[config.mk]
export PLATFORM = sky130hd
export DESIGN_NAME = uart_tx_core
export DESIGN_NICKNAME = d
export VERILOG_FILES = /design/src/rtl/uart_pkg.sv /design/src/rtl/uart_baud_cnt.sv /design/src/rtl/uart_tx_core.sv
export SDC_FILE = /design/constraint.sdc
export NUM_CORES = 1
export LEC_CHECK = 0
export CAP_MARGIN = 5
export CORE_MARGIN = 4
export CORE_UTILIZATION = 48
export DETAILED_ROUTE_END_ITERATION = 8
export PLACE_DENSITY = 0.77
export SYNTH_ARGS = -nofsm -noshare
export SYNTH_HDL_FRONTEND = slang
export SYNTH_SLANG_ARGS = --single-unit
[constraint.sdc]
create_clock -name clock -period 2.25 [get_ports clock]
set_input_delay 0.45 -clock clock [delete_from_list [all_inputs] [get_ports clock]]
set_output_delay 0.45 -clock clock [all_outputs]
set_load 0.01 [all_outputs]
[src/rtl/uart_pkg.sv]
// Shared definitions for the UART transmitter: state encoding, parity modes,
// default parameter values and the parity helper.
package uart_pkg;

    typedef enum logic [2:0] {
        ST_IDLE   = 3'd0,
        ST_START  = 3'd1,
        ST_DATA   = 3'd2,
        ST_PARITY = 3'd3,
        ST_STOP   = 3'd4
    } state_t;

    localparam logic PARITY_EVEN = 1'b0;
    localparam logic PARITY_ODD  = 1'b1;

    localparam int DEF_DATA_W       = 8;
    localparam int DEF_CLKS_PER_BIT = 16;
    localparam int DEF_STOP_BITS    = 1;

    // Data is zero-extended to 9 bits, so padding does not change the XOR.
    function automatic logic parity_of(input logic [8:0] data, input logic odd);
        return (^data) ^ odd;
    endfunction

endpackage

[src/rtl/uart_baud_cnt.sv]
// Bit-period counter: counts 0..CLKS_PER_BIT-1 and flags the last cycle of
// each serial bit. A clear forces the count back to zero.
module uart_baud_cnt #(
    parameter int CLKS_PER_BIT = 16
) (
    input  logic clock,
    input  logic reset_n,
    input  logic clear,
    output logic bit_end
);

    localparam int CW = (CLKS_PER_BIT > 1) ? $clog2(CLKS_PER_BIT) : 1;
    localparam logic [CW-1:0] LAST = CW'(CLKS_PER_BIT - 1);

    logic [CW-1:0] count;

    always_ff @(posedge clock) begin
        if (!reset_n || clear) begin
            count <= '0;
        end else if (count == LAST) begin
            count <= '0;
        end else begin
            count <= count + CW'(1);
        end
    end

    assign bit_end = (count == LAST);

endmodule

[src/rtl/uart_tx_core.sv]
// UART transmitter: start bit, DATA_W data bits LSB first, optional parity bit
// (compile-time macro UART_TX_PARITY_EN), then STOP_BITS stop bits.
module uart_tx_core
    import uart_pkg::*;
#(
    parameter int DATA_W       = DEF_DATA_W,
    parameter int CLKS_PER_BIT = DEF_CLKS_PER_BIT,
    parameter int STOP_BITS    = DEF_STOP_BITS
) (
    input  logic              clock,
    input  logic              reset_n,
    input  logic              tx_valid,
    input  logic [DATA_W-1:0] tx_data,
    input  logic              parity_odd,
    output logic              tx_ready,
    output logic              txd,
    output logic              tx_busy,
    output logic              tx_done,
    output state_t            state_dbg
);

    localparam int BW = $clog2(DATA_W);
    localparam logic [BW-1:0] LAST_BIT = BW'(DATA_W - 1);

    // Handshake: a frame is taken on any rising edge where tx_valid && tx_ready;
    // tx_ready never depends on tx_valid, and the payload is copied at that edge.
    state_t            state, state_next;
    logic [DATA_W-1:0] shift_q, shift_next;
    logic [BW-1:0]     bit_cnt, bit_cnt_next;
    logic              stop_cnt, stop_cnt_next;
    logic              txd_next, bit_end, baud_clear, accept, last_stop;

`ifdef UART_TX_PARITY_EN
    logic par_q, par_next;
`else
    logic unused_parity;
    assign unused_parity = parity_odd;
`endif

    assign last_stop  = (STOP_BITS == 1) || stop_cnt;
    assign baud_clear = (state == ST_IDLE) || (state_next != state);
    assign state_dbg  = state;

    uart_baud_cnt #(.CLKS_PER_BIT(CLKS_PER_BIT)) u_baud (
        .clock   (clock),
        .reset_n (reset_n),
        .clear   (baud_clear),
        .bit_end (bit_end)
    );

    always_comb begin
        state_next    = state;
        shift_next    = shift_q;
        bit_cnt_next  = bit_cnt;
        stop_cnt_next = stop_cnt;
        tx_ready      = 1'b0;
        tx_busy       = 1'b1;
        tx_done       = 1'b0;
        accept        = 1'b0;
`ifdef UART_TX_PARITY_EN
        par_next      = par_q;
`endif
        case (state)
            ST_IDLE: begin
                tx_ready = 1'b1;
                tx_busy  = 1'b0;
            end
            ST_START: if (bit_end) state_next = ST_DATA;
            ST_DATA: if (bit_end) begin
                shift_next = shift_q >> 1;
                if (bit_cnt == LAST_BIT) begin
                    bit_cnt_next = '0;
`ifdef UART_TX_PARITY_EN
                    state_next   = ST_PARITY;
`else
                    state_next   = ST_STOP;
`endif
                end else begin
                    bit_cnt_next = bit_cnt + BW'(1);
                end
            end
`ifdef UART_TX_PARITY_EN
            ST_PARITY: if (bit_end) state_next = ST_STOP;
`endif
            ST_STOP: if (bit_end) begin
                if (last_stop) begin
                    tx_ready      = 1'b1;
                    tx_done       = 1'b1;
                    stop_cnt_next = 1'b0;
                    state_next    = ST_IDLE;
                end else begin
                    stop_cnt_next = 1'b1;
                end
            end
            // Unreachable encodings recover to idle without accepting a frame.
            default: begin
                state_next = ST_IDLE;
                tx_busy    = 1'b0;
            end
        endcase

        accept = tx_valid && tx_ready;
        if (accept) begin
            state_next = ST_START;
            shift_next = tx_data;
`ifdef UART_TX_PARITY_EN
            par_next   = parity_of(9'(tx_data), parity_odd);
`endif
        end
    end

    // txd is registered from the next-state view so the line changes on the
    // same edge as the state, e.g. it falls right after acceptance.
    always_comb begin
        txd_next = 1'b1;
        case (state_next)
            ST_START:  txd_next = 1'b0;
            ST_DATA:   txd_next = shift_next[0];
`ifdef UART_TX_PARITY_EN
            ST_PARITY: txd_next = par_next;
`endif
            default:   txd_next = 1'b1;
        endcase
    end

    always_ff @(posedge clock) begin
        if (!reset_n) begin
            state    <= ST_IDLE;
            shift_q  <= '0;
            bit_cnt  <= '0;
            stop_cnt <= 1'b0;
            txd      <= 1'b1;
        end else begin
            state    <= state_next;
            shift_q  <= shift_next;
            bit_cnt  <= bit_cnt_next;
            stop_cnt <= stop_cnt_next;
            txd      <= txd_next;
        end
    end

`ifdef UART_TX_PARITY_EN
    always_ff @(posedge clock) begin
        if (!reset_n) par_q <= 1'b0;
        else          par_q <= par_next;
    end
`endif

endmodule

==> impl_metrics.py <==
metrics = {
    "synth": {
        "ys_warn_count": 0,
        "ys_ff_latch": 19,
        "synthCells": 98,
        "synth.distinct_cells": 30,
        "async_reset_ff_share_pct": 0,
        "synth_enable_flop_cells": 0,
        "synth_area_leaders": "dfxtp_1 45%, nand2_1 8.4%, a31oi_1 4.4%, ha_1 4.4%, o21ai_0 4.1%",
        "syn_avg_cell_area_um2": 8.64,
        "synth_nets": 113,
        "synth_top_flop_cell": "dfxtp_1",
        "seq_area_frac_synth_pct": 44.9,
        "synth_area_um2": 847,
        "synth_common_cells": "19 x dfxtp_1, 19 x nand2_1, 7 x o21ai_0",
        "yosys.area.top_type": "dfxtp_1",
        "synth_top_area_share_pct": 44.9,
    },
    "floorplan": {
        "io_pins": 19,
        "die_w_um": 50.0,
        "dieHeight_um": 50.0,
        "coreArea_um2": 1590,
        "start_util_pct": 53.1,
        "dieArea_um2": 2500,
        "num_rows": 14,
    },
    "timing": {
        "setup_viol": 0,
        "finalCritPeriodShare_pct": 95.9,
        "worst_pin_slew_ns": 0.931,
        "fin_tns_setup_ns": 0,
        "slew_headroom_pct": 37.7,
        "post-route-min-period_ns": 2.16,
        "skew_ns": 0.00678,
        "rsz0062_at_grt": "no",
        "max_clock_freq_mhz": 463,
        "final-max-slew-violation-count": 0,
        "hold_viol_final": 0,
    },
    "setup_path": {
        "cpPeakStageDelay_ns": 0.53,
        "r2r_cells": 5,
        "cp_max_fo": 4,
        "worstPathArrival_ns": 1.71,
        "worstSetupPathType": "reg -> out",
        "worstReg2RegEnd": "shift_q[7]",
        "crit_required_ns": 1.80,
        "cp-start-kind": "register",
        "regToRegStartpoint": "u_baud.count[0]",
        "r2r_setup_slack_ns": 0.37,
        "slowest_stage": "clkdlybuf4s50_1",
        "cp-end-kind": "primary output",
        "crit_chain": "ha_4 > and3_4 > and3_1 > clkdlybuf4s50_1",
    },
    "power": {
        "vdd_drop_max_mv": 0.511,
        "p_leak_nw": 0.409,
        "power.density_nw_per_um2": 556,
    },
    "clock_network": {
        "insertion_delay_ns": 0.29,
        "cts-root-buf": "clkbuf_4",
        "cts_buffers": 3,
        "htree_levels": 1,
        "cts.path.max_buffers": 2,
        "cts_hold_buffers": 0,
        "clkTransAtPathRegs_ns": 0.11,
        "cts_tree": "yes",
        "cts_sinks": 19,
    },
    "global_route": {
        "grt_pass1_wl_um": 3040,
        "grt_pass1_vias": 717,
        "antenna_found_initial": 0,
        "grtUsageTotal_pct": 15.6,
        "overflow": 0,
        "grt_max_degree": 16,
    },
    "route": {
        "drc": 0,
        "wl_um": 1730,
        "vias_per_cell": 5.40,
        "drt_iter0_drc": 14,
        "post_drt_wl_per_cell_um": 12.4,
        "dr.pass1.iters": 4,
        "ant_nets": 0,
        "dr_total_vias": 756,
    },
    "min_path": {
        "holdPathEnd": "u_baud.count[0]",
        "hold_depth": 1,
        "worstHoldStart": "u_baud.count[0]",
        "hp-class": "reg -> reg",
    },
    "layout": {
        "syn2layout_area_growth_pct": 27.9,
        "antenna_cells": 0,
        "fin_util_pct": 68.0,
        "drive_gt1_share_pct": 10.3,
        "design_area_um2": 1080,
        "nets": 132,
    },
    "place": {
        "port_buffers": 17,
        "dpl.hpwl_um": 1180,
        "placed_area_um2": 1040,
        "globalplace.congestion": 0.905,
    },
    "flow_run": {
        "drv_cap": 0,
    },
    "status": {
        "outcome": "finished, final reports clean",
    },
}
-- per-layer routing --
| layer | up-vias | track usage, % | part of all wire, % |
|---|---|---|---|
| met4 | 0 | 9.22 | 1.2 |
| met5 | - | 0 | 0 |
| met3 | 2 | 3.61 | 6.1 |
| met2 | 23 | 24.3 | 46 |
| met1 | 353 | 19.3 | 47 |
| li1 | 378 | - | - |
-- state kept, by name, summed over array words and instances, names as in the netlist --
name,count
shift_q,8
bit_cnt,3
u_baud.count,4
state_dbg,3
txd,1
-- worst max-delay path by stage --
stage                     from    endpoint  slack [ns]  cells after the start
3_5_place_dp   u_baud.count[0]  shift_q[2]        0.27                      5
3_3_place_gp   u_baud.count[0]     tx_done        0.31                      4
2_1_floorplan  u_baud.count[0]         txd        0.69                      6
5_1_grt        u_baud.count[0]     tx_done        0.02                      4
6_report       u_baud.count[1]     tx_done        0.09                      4
4_1_cts        u_baud.count[0]     tx_done        0.01                      4
-- kinds of logic (layout without fill, tap and decap cells) --
logic type	after synthesis	in the layout	share of synthesized area, %
compound gates	24	24	18.0
xor+xnor	3	3	3.10
fa+ha+maj	3	3	4.43
buf+inv	7	25	3.40
flops	19	19	44.9
mux	2	2	2.51
simple gates	40	40	23.6
-- critical path: cells and delay by family, from the launching register on --
family,cells,cell delay (ns)
flops,1,0.37
simple gates,2,0.35
buf+inv,1,0.53
fa+ha+maj,1,0.15
-- where the power goes --
part           internal (W)  switching (W)
sequential         0.000352      0.0000102
clock             0.0000689       0.000104
combinational     0.0000391      0.0000285
total              0.000460       0.000143
-- stage by stage --
| step | setup WS, ns | total power [W] | hold slack [ns] | std cells |
|---|---|---|---|---|
| final | 0.0922 | 0.000602 | 0.453 | 140 |
| after global routing | 0.0240 | 0.000638 | 0.487 | 140 |
| after CTS | 0.0117 | 0.000602 | 0.460 | 140 |
| after detailed placement | 0.273 | 0.000436 | 0.438 | 136 |
| after global placement | 0.308 | 0.000434 | 0.427 | 136 |
| after floorplan | 0.686 | 0.000400 | 0.418 | 98 |
-- timing repair --
action | 4_1_cts | 5_1_grt
buffers inserted | 0 | 0
resized for setup | 3 | 4
pin swaps | 0 | 1
setup endpoints to repair | 2 | 2
-- layout make-up --
class / count / area [um^2]
Timing Repair Buffer: 18 / 176
Clock buffer: 4 / 26.3
Multi-Input combinational cell: 72 / 455
Inverter: 3 / 11.3
Fill cell: 134 / 510
Tap cell: 24 / 30.0
Sequential cell: 19 / 384
-- cells in the final DEF (no fill, tap or decap), types with 3 or more instances in the layout --
cell              n
nand2_1          19
dfxtp_1          16
clkdlybuf4s50_1  16
o21ai_0           7
a31oi_1           6
nor2_1            5
and3_1            4
a21boi_0          3
inv_1             3
nand3_1           3
clkbuf_4          3
dfxtp_2           3
Power figures use the tool's default switching activity.
